<file path="src/rtl/program_loader.sv">
// program_loader
//   Turns the debug UART byte stream into instruction-memory writes.
//   Every 4 bytes (big-endian, first byte -> [31:24]) make one word. The word
//   goes to the fetch stage's preload port at the next free word address.
//   Loading stops on HALT_WORD, which is itself written, or when the last
//   memory address has been written; the latter sets o_overflow.
//   The preload flag stays high from the first complete word through a
//   one-cycle FLUSH. This lets the memory capture the final word. After that
//   the pipeline is released through o_load_done.
//
// Optional feature (macro PROGRAM_LOADER_CHECKSUM_EN):
//   All program bytes, including the HALT_WORD bytes, are XORed together.
//   After FLUSH the CHECK state waits for one extra byte and compares it with
//   that XOR; a difference sets o_checksum_err. The overflow path goes
//   straight to DONE. When the macro is undefined there is no CHECK state and
//   o_checksum_err is tied to 0.
//
// Ports
//   i_clk, i_rst                clock, synchronous active-high reset
//   i_start                     1-cycle pulse; starts a load from IDLE or DONE
//   i_rx_data / i_rx_valid      received byte and its 1-cycle strobe
//   o_preload_flag              memory write enable toward fetch (level)
//   o_preload_address           word address of the current word
//   o_preload_instruction       current complete word
//   o_busy                      high while receiving or flushing
//   o_load_done                 high in DONE
//   o_overflow                  sticky: memory filled before HALT_WORD
//   o_checksum_err              sticky: checksum byte mismatch
module program_loader #(
    parameter int unsigned     LEN               = 32,
    parameter int unsigned     RAM_DEPTH_PROGRAM = 32,
    parameter logic [LEN-1:0]  HALT_WORD         = {LEN{1'b1}}
) (
    input  logic           i_clk,
    input  logic           i_rst,
    input  logic           i_start,
    input  logic [7:0]     i_rx_data,
    input  logic           i_rx_valid,
    output logic           o_preload_flag,
    output logic [LEN-1:0] o_preload_address,
    output logic [LEN-1:0] o_preload_instruction,
    output logic           o_busy,
    output logic           o_load_done,
    output logic           o_overflow,
    output logic           o_checksum_err
);

    localparam logic [2:0] S_IDLE  = 3'd0;
    localparam logic [2:0] S_RECV  = 3'd1;
    localparam logic [2:0] S_FLUSH = 3'd2;
`ifdef PROGRAM_LOADER_CHECKSUM_EN
    localparam logic [2:0] S_CHECK = 3'd3;
`endif
    localparam logic [2:0] S_DONE  = 3'd4;

    localparam logic [LEN-1:0] LAST_ADDR = LEN'(RAM_DEPTH_PROGRAM - 1);

    logic [2:0]     state;
    logic [1:0]     byte_idx;
    logic [23:0]    byte_buf;
    logic [LEN-1:0] word_cnt;
    logic [31:0]    word_full;
    logic           word_is_halt;
    logic           at_last_addr;
    logic           byte_take;

    // The word is complete when the 4th byte is on i_rx_data; the first three
    // bytes are held in byte_buf.
    assign word_full    = {byte_buf, i_rx_data};
    assign word_is_halt = (LEN'(word_full) == HALT_WORD);
    assign at_last_addr = (word_cnt == LAST_ADDR);
    assign byte_take    = (state == S_RECV) && i_rx_valid;

    assign o_busy      = (state == S_RECV) || (state == S_FLUSH);
    assign o_load_done = (state == S_DONE);

    // Byte shift register. It needs no reset because byte_idx decides which
    // of its bytes are meaningful.
    always_ff @(posedge i_clk) begin
        if (byte_take && (byte_idx != 2'd3)) begin
            byte_buf <= {byte_buf[15:0], i_rx_data};
        end
    end

`ifdef PROGRAM_LOADER_CHECKSUM_EN
    logic [7:0] cs_acc;
`endif

    always_ff @(posedge i_clk) begin
        if (i_rst) begin
            state                 <= S_IDLE;
            byte_idx              <= 2'd0;
            word_cnt              <= '0;
            o_preload_flag        <= 1'b0;
            o_preload_address     <= '0;
            o_preload_instruction <= '0;
            o_overflow            <= 1'b0;
            o_checksum_err        <= 1'b0;
`ifdef PROGRAM_LOADER_CHECKSUM_EN
            cs_acc                <= 8'd0;
`endif
        end else begin
            case (state)
                S_IDLE, S_DONE: begin
                    // A byte that arrives with the start pulse is dropped,
                    // because byte_take is only true in RECV.
                    if (i_start) begin
                        state          <= S_RECV;
                        byte_idx       <= 2'd0;
                        word_cnt       <= '0;
                        o_preload_flag <= 1'b0;
                        o_overflow     <= 1'b0;
                        o_checksum_err <= 1'b0;
`ifdef PROGRAM_LOADER_CHECKSUM_EN
                        cs_acc         <= 8'd0;
`endif
                    end
                end
                S_RECV: begin
                    if (i_rx_valid) begin
`ifdef PROGRAM_LOADER_CHECKSUM_EN
                        cs_acc <= cs_acc ^ i_rx_data;
`endif
                        if (byte_idx != 2'd3) begin
                            byte_idx <= byte_idx + 2'd1;
                        end else begin
                            // Only complete words reach the outputs. The
                            // outputs keep this word until the next one is
                            // complete, so repeated writes are harmless.
                            byte_idx              <= 2'd0;
                            o_preload_instruction <= LEN'(word_full);
                            o_preload_address     <= word_cnt;
                            o_preload_flag        <= 1'b1;
                            word_cnt              <= word_cnt + 1'b1;
                            if (word_is_halt) begin
                                state <= S_FLUSH;
                            end else if (at_last_addr) begin
                                state      <= S_FLUSH;
                                o_overflow <= 1'b1;
                            end
                        end
                    end
                end
                S_FLUSH: begin
                    // The flag stayed high for this cycle so the memory
                    // captures the last word; drop it now.
                    o_preload_flag <= 1'b0;
`ifdef PROGRAM_LOADER_CHECKSUM_EN
                    state <= o_overflow ? S_DONE : S_CHECK;
`else
                    state <= S_DONE;
`endif
                end
`ifdef PROGRAM_LOADER_CHECKSUM_EN
                S_CHECK: begin
                    if (i_rx_valid) begin
                        o_checksum_err <= (i_rx_data != cs_acc);
                        state          <= S_DONE;
                    end
                end
`endif
                default: state <= S_IDLE;
            endcase
        end
    end

endmodule

</file>
<file path="config.mk">
export PLATFORM = sky130hd
export DESIGN_NAME = program_loader
export DESIGN_NICKNAME = d
export VERILOG_FILES = /design/src/rtl/program_loader.sv
export SDC_FILE = /design/constraint.sdc
export NUM_CORES = 1
export LEC_CHECK = 0
export CORE_ASPECT_RATIO = 0.7
export CORE_MARGIN = 5
export CORE_UTILIZATION = 40
export DETAILED_ROUTE_END_ITERATION = 8
export MAX_ROUTING_LAYER = met4
export SKIP_LAST_GASP = 1
export SLEW_MARGIN = 25
export SYNTH_ARGS = -nofsm -noshare
export SYNTH_HDL_FRONTEND = slang
export SYNTH_SLANG_ARGS = --single-unit
</file>
<file path="constraint.sdc">
create_clock -name i_clk -period 5.2 [get_ports i_clk]
set_input_delay 1.3 -clock i_clk [delete_from_list [all_inputs] [get_ports i_clk]]
set_output_delay 1.3 -clock i_clk [all_outputs]
set_load 0.005 [all_outputs]
</file>
## Word level (Yosys, flattened, before mapping)

Index checks and enable logic that the tools add are counted.

| word-level totals | value |
|---|---|
| bits in registers | 127 |
| output and inout bits | 69 |
| logic and storage cells | 59 |

| cells by class | value |
|---|---|
| add/subtract/negate cells | 2 |
| equal/unequal tests | 12 |
| mux-type cells | 23 |
| bitwise logic cells | 1 |
| reduce and logical (&&, ||, !) cells | 13 |

Operator list:

| operator | count |
|---|---|
| 2-to-1 mux 32 bit | 3 |
| one-hot mux 32 bit (2 select lines) | 1 |
| adder 32 x 1 -> 32 bit, second input constant | 1 |
| equality test 32 bit, second input constant | 1 |
| equality test 32 x 5 -> 1 bit, second input constant | 1 |
| 2-to-1 mux 3 bit | 5 |
| inequality test 2 bit, second input constant | 6 |
| AND reduction 4 bit | 3 |
| one-hot mux 3 bit (3 select lines) | 1 |
| 2-to-1 mux 1 bit | 7 |
| 2-to-1 mux 2 bit | 3 |
| AND reduction 3 bit | 2 |
| AND reduction 6 bit | 1 |
| one-hot mux 2 bit (2 select lines) | 1 |
| equality test 3 x 1 -> 1 bit, second input constant | 1 |
| equality test 3 x 2 -> 1 bit, second input constant | 1 |
| equality test 3 bit, second input constant | 1 |
| zero test 3 bit | 1 |
| inequality test 3 bit, second input constant | 1 |
| one-hot mux 1 bit (3 select lines) | 1 |
| nonzero test 3 bit | 1 |
| adder 2 x 1 -> 2 bit, second input constant | 1 |
| logical AND 1 bit | 2 |
| one-hot mux 1 bit (2 select lines) | 1 |
| other kinds (4) | 4 |

## Longest topological paths before layout

Gate-level depths: netlist of run 1.

| logic depth | value |
|---|---|
| depth after elaboration | 6 |
| mapped depth | 7 |
| mapped depth without buffers | 6 |

## Least setup slack after synthesis of run 1

OpenSTA, ideal clock, no wires.

| timing | value |
|---|---|
| path kind | input -> register |
| from | input port i_rx_valid |
| to | register word_cnt[31] |
| setup time | 0.070 ns |
| data arrival time | 2.456 ns |
| setup slack | 2.675 ns |
| stages | 6 |
| path buffers | 1 |
| path through | nand4b_1 a211oi_1 buf_2 nand2_2 or3_1 a21oi_1 |

| on the way | value |
|---|---|
| longest elaborated chain between the ends | 2 |

Ends and longest elaborated chain:

| element | line | text |
|---|---|---|
| from (decl) | 38 | `input logic i_rx_valid,` |
| inequality test 2 bit (no source line) | -- |  |
| AND reduction 4 bit (no source line) | -- |  |
| to (signal assigned) | 134 | `word_cnt <= word_cnt + 1'b1;` |
| to (decl) | 61 | `logic [LEN-1:0] word_cnt;` |

No other way between the ends.
A chain may end at the register's enable or synchronous reset.

## Worst setup path after layout of run 1

| timing | value |
|---|---|
| from | register state[1] |
| to | output port o_load_done |

| on the way | value |
|---|---|
| longest elaborated chain between the ends | 1 |

Ends and longest elaborated chain:

| element | line | text |
|---|---|---|
| from (decl) | 58 | `logic [2:0] state;` |
| from (signal assigned) | 91 | `state <= S_IDLE;` |
| from (signal assigned) | 108 | `state <= S_RECV;` |
| from (signal assigned) | 136 | `state <= S_FLUSH;` |
| equality test 3 bit | 75 | `assign o_load_done = (state == S_DONE);` |
| to (decl) | 43 | `output logic o_load_done,` |

No other way between the ends.

==> results.cfg, run 1 <==
[outcome]
status = finished clean

[power]
p_leak_nw = 2.066
powerDensity_nw_per_um2 = 334.0
peakVddDrop_uv = 237.9

[yosys]
yosys-top-cells-count = 138 x nand2_1, 103 x dfxtp_1, 73 x a21oi_1
yosysTopAreaCell = dfxtp_1
async_reset_ff_share_pct = 0
synthCells = 542
synth_edf_count = 24
yosysMostFrequentCell = nand2_1
synth_top_cell_area_share_pct = 42.12
syn_area_um2 = 4896
synth-seq-cells = 127
ys.flop_type = dfxtp_1
synth_cell_types = 44
yosysWarnings = 0
postSynthAreaPerCell_um2 = 9.033
ys_seq_area_share_pct = 56.84
syn-num-nets = 556
synth_area_leaders = dfxtp_1 42%, edfxtp_1 15%, nand2_1 11%

[worst_setup_path]
crit_chain = nor2_1 -> and2_1 -> clkdlybuf4s50_1
cpPeakStageDelay_ns = 0.50
reg2reg_slack_ns = 2.62
startpoint_type = register
cp.arrival_ns = 1.81
r2r-start = state[0]
critPathKind = register to primary output
reg2reg_depth = 5
worstPathRequired_ns = 3.90
crit_path_start = state[1]
end_kind = primary output
r2r_end = o_preload_instruction[5]
critical_path_peak_fanout = 9
endpoint = o_load_done
critPathSlowestCell = clkdlybuf4s50_1

[global_routing]
grt_max_degree = 73
grt_first_pass_wirelength_um = 18770
gr-total-overflow = 0
grt_pass1_vias = 3602
antenna_found_initial = 0
grt_usage_pct = 16.91

[die]
die_area_um2 = 14590
die_width_um = 142.2
core_area_um2 = 11850
die_height_um = 102.6
initial_core_util_pct = 41.32
io_pins = 81
core.rowCount = 33

[routing]
routed-wl-met3_um = 720
postRouteAntennaNets = 0
route.detailed.drc = 0
drt-pass1-iter-count = 4
routed_via_density = 5.125
highest_layer = met4
via_count = 4008
routedWlPerCell_um = 14.77
routed-wl-met2_um = 4635
drtIter0Drc = 248
m1WireLength_um = 6129
routed_wl_um = 11550

[clock_tree]
htreeDepth = 4
post_cts_resized = 0
numCtsBuffers = 17
cts_sinks = 127
cts_setup_buffers = 0
clk_latency_ns = 0.41
cts_root_buf = clkbuf_16
hold_buffers = 0
cts_tree = yes
clockBufferDepth = 2
clkSlewWorstSetupHoldPaths_ns = 0.05

[final_layout]
drive_above_1_share_pct = 7.040
seq_area_um2 = 2783
diodes = 0
num-nets-final = 626
fillers = 1055
final_cell_area_um2 = 6301
area_growth_pct = 28.70
multi_input_area_um2 = 1977

[worst_hold_path]
min_path_type = register to register
holdPathStages = 2

[timing]
worst_clock_skew_ns = 0.01322
report.final.hold_viol_count = 0
worst_slack_ns = 2.094
slew_viol_final = 0
relSlewSlack_pct = 44.29
setup_total_negative_slack_ns = 0
rsz0062_at_grt = false
fin_hold_ws_ns = 0.4522
fmax_ghz = 0.3219
layout_min_cycle_time_ns = 3.106
finalCritPeriodShare_pct = 59.74
setup_viol = 0
worst_pin_slew_ns = 0.8347

[place]
hpwl_um = 7885
gp_congestion = 0.8886
pre_cts_slack_ns = 1.680
placed_area_um2 = 5781
io_buffer_count = 79

[run]
max-cap-violations = 0
## area by class of cell
type,count,area share [%]
multi-input cells,380,31.37
well taps,157,3.118
repair buffers,83,12.95
flip-flops and latches,127,44.16
inverters,3,0.1787
clock buffers,20,7.089
clock inverters,12,1.132
## registers in the layout, indices dropped and copies added, names as in the netlist
signal                 flops
o_preload_address         32
state                      3
o_preload_instruction     32
o_overflow                 1
byte_idx                   2
o_preload_flag             1
word_cnt                  32
byte_buf                  24
## power breakdown
| part | internal [mW] | total, mW | switching [mW] | leakage, nW |
|---|---|---|---|---|
| clock network | 0.612 | 1.03 | 0.421 | 0.245 |
| registers | 1.01 | 1.02 | 0.00744 | 1.05 |
| logic | 0.0169 | 0.0506 | 0.0337 | 0.771 |
| total | 1.64 | 2.10 | 0.462 | 2.07 |
## critical path: cells and delay by family, from the launching register on
| kind | cells | cell delay, ns |
|---|---|---|
| buf+inv | 1 | 0.50 |
| flops | 1 | 0.40 |
| simple gates | 2 | 0.49 |
## layer usage
metal	track usage (%)	up-vias
li1	-	1998
met1	25.39	1892
met4	6.195	0
met3	3.987	7
met5	-	-
met2	21.71	111
## layout by cell type (no fill, tap or decap), types with 3 or more instances in the layout
master / n
nand4_1: 22
or3_1: 4
and3_1: 4
xor2_1: 22
nand3_1: 18
clkdlybuf4s50_1: 78
nor4_1: 8
nand2_1: 138
nor3_1: 4
buf_4: 4
nor2_1: 41
clkbuf_16: 17
o21ai_0: 6
edfxtp_1: 24
dfxtp_1: 103
clkinv_2: 6
inv_1: 3
a21oi_1: 73
clkinvlp_4: 5
xnor2_1: 5
## per-stage QoR
step                cells  utilization (%)  total power [mW]
global placement      750            48.75             1.091
global route          782            53.17             2.179
finish                782            53.17             2.105
floorplan             542                -             1.067
CTS                   782            53.15             2.124
detailed placement    750            48.78             1.092
## cells by family (layout without fill, tap and decap cells)
family,Yosys count,count (layout),share of synthesized area (%)
buffers and inverters,35,118,3.041
AO/OA/AOI/OAI,89,89,9.609
other,1,1,0.07659
adder cells (fa/ha/maj),2,2,0.5110
AND/OR/NAND/NOR,260,260,24.89
multiplexers,1,1,0.2045
XOR/XNOR,27,27,4.830
flip-flops,127,127,56.84
## worst min-delay path by stage
stage                                        start                  endpoint  slack [ns]
after floorplan                        byte_buf[3]              byte_buf[11]        0.45
after global placement        o_preload_address[1]      o_preload_address[1]        0.44
after detailed placement  o_preload_instruction[0]  o_preload_instruction[0]        0.45
after CTS                 o_preload_instruction[0]  o_preload_instruction[0]        0.45
after global routing          o_preload_address[1]      o_preload_address[1]        0.47
final                         o_preload_address[1]      o_preload_address[1]        0.45
No activity file was read; power rests on OpenSTA's default activity.
==> run 2: changes to the inputs <==
PLACE_DENSITY = 0.65   (was unset)
clock period = 2.8 ns   (was 5.2 ns; I/O delays follow)
==> run 2 against run 1 <==
  * Power grew 93%
  * Combinational power grew 100%
  * Sequential power grew 86%
  * Via count grew 0.52%
  * Core utilization grew 1.0 points
  * Die area is the same
  * Critical path depth is the same
  * Routed wire length grew 2.3%
  * Clock skew shrank 0.00097 ns
  * Critical path type unchanged
  * Critical endpoint unchanged
  * Largest cell class unchanged
  * Largest power group unchanged
==> results.cfg, run 2 (synthesis results as in run 1) <==
[timing]
worst_pin_slew_ns = 0.5427
slew_viol_final = 0
report.final.hold_viol_count = 0
fmax_ghz = 0.3957
worst_slack_ns = 0.2725
setup_viol = 0
layout_min_cycle_time_ns = 2.527
finalCritPeriodShare_pct = 90.27
worst_clock_skew_ns = 0.01224
rsz0062_at_grt = false
setup_total_negative_slack_ns = 0
relSlewSlack_pct = 63.66

[worst_hold_path]
min_path_type = register to register
holdPathStages = 2
hp-start = o_preload_instruction[15]
hold_end = o_preload_instruction[15]

[final_layout]
num-nets-final = 635
final_common_cell = nand2_1
drive_above_1_share_pct = 7.583
diodes = 0
top_regs = o_preload_address (32), o_preload_instruction (32), word_cnt (32)
final_cell_mix = 138 x nand2_1, 103 x dfxtp_1, 78 x clkdlybuf4s50_1
area_growth_pct = 31.20
fin_util_pct = 54.21

[place]
pre_cts_slack_ns = 0.1874
io_buffer_count = 79
hpwl_um = 8322
gp_congestion = 0.9135

[worst_setup_path]
critPathSlowestCell = clkdlybuf4s50_1
crit_chain = nor2_1 -> and2_1 -> clkdlybuf4s50_1
startpoint_type = register
reg2reg_slack_ns = 0.72
cp.arrival_ns = 1.83
critical-path-top-delay-family = simple AND/OR/NAND/NOR gates
r2r_end = word_cnt[27]
end_kind = primary output
r2r-start = byte_idx[0]
reg2reg_depth = 7
worstPathRequired_ns = 2.10
cpPeakStageDelay_ns = 0.51
cp_num_buf_inv = 1
critPathKind = register to primary output
critical_path_peak_fanout = 9

[clock_tree]
numCtsBuffers = 17
clk_latency_ns = 0.41
cts_tree = yes
cts_sinks = 127
hold_buffers = 0
clockBufferDepth = 2
htreeDepth = 4
cts_root_buf = clkbuf_16
post_cts_resized = 0
cts_setup_buffers = 0
clkSlewWorstSetupHoldPaths_ns = 0.05

[die]
initial_core_util_pct = 41.32
core_area_um2 = 11850
io_pins = 81
die_height_um = 102.6
die_area_um2 = 14590
core.rowCount = 33
die_width_um = 142.2

[outcome]
status = finished clean

[power]
powerDensity_nw_per_um2 = 631.1
peakVddDrop_uv = 427.0
power_mw = 4.054
p_leak_nw = 2.153

[routing]
route.detailed.drc = 0
routed_wl_um = 11820
postRouteAntennaNets = 0
drtIter0Drc = 249
routed_via_density = 5.100
drt-pass1-iter-count = 5
routedWlPerCell_um = 14.96
via_count = 4029

[global_routing]
gr-total-overflow = 0
grt_max_degree = 44
grt_pass1_vias = 3809
grt_first_pass_wirelength_um = 19280
antenna_found_initial = 0
grt_usage_pct = 17.32

[run]
max-cap-violations = 0
run 2: cell types whose count changed in the layout (fill, tap and decap cells not counted), moves of 2 or more:
cell | previous run | this run
clkbuf_1 | 2 | 5
clkinvlp_4 | 5 | 1
buf_12 | 0 | 2
clkinv_2 | 6 | 4
buf_4 | 4 | 11
run 2: area by class of cell:
class                   count  area, µm²
clock buffers              25      496.7
clock inverters             6      57.56
fillers                  1046       5426
inverters                   3      11.26
multi-input cells         380       1971
flip-flops and latches    127       2783
well taps                 157      196.4
repair buffers             92      908.4
run 2: where the power goes:
| group | switching [mW] | internal (mW) | leakage [nW] |
|---|---|---|---|
| clock network | 0.747 | 1.31 | 0.272 |
| logic | 0.0642 | 0.0377 | 0.831 |
| registers | 0.0142 | 1.88 | 1.05 |
| total | 0.825 | 3.23 | 2.15 |
run 2: worst max path at each step:
stage / startpoint / endpoint / depth (start not counted)
global route: state[1] / o_load_done / 3
CTS: state[1] / o_load_done / 3
global placement: i_rx_valid / word_cnt[27] / 7
detailed placement: i_rx_valid / word_cnt[27] / 7
finish: state[1] / o_load_done / 3
floorplan: i_rx_valid / word_cnt[31] / 6
run 2: layer usage:
metal,part of all wire (%),GRT usage [%],vias to the layer above,wire length [µm]
li1,-,-,2014,-
met1,51,24.55,1885,5988
met2,42,23.20,119,4965
met3,6.2,5.007,11,727
met4,1.2,6.711,0,140
met5,0,-,-,0
run 2: per-stage QoR:
| step | hold WS (ns) | instance area (µm²) | cells |
|---|---|---|---|
| after floorplan | 0.4494 | 4896 | 542 |
| after global placement | 0.4440 | 5869 | 759 |
| after detailed placement | 0.4477 | 5869 | 759 |
| after CTS | 0.4551 | 6424 | 790 |
| after global routing | 0.4756 | 6424 | 790 |
| final | 0.4519 | 6424 | 790 |
run 2: worst register-to-register path, stage by stage, from the launching register on:
cell	delay (ns)
dfxtp_1	0.37
ha_1	0.29
nand4b_1	0.19
a211oi_1	0.25
buf_4	0.23
nand3_1	0.19
or3_1	0.37
a21oi_1	0.14
==> run 3: changes to the inputs <==
GPL_ROUTABILITY_DRIVEN = 0   (was unset)
HOLD_SLACK_MARGIN = 0.08   (was unset)
==> results of run 3 <==
The final DEF is identical to that of run 2; final timing and power are the same.
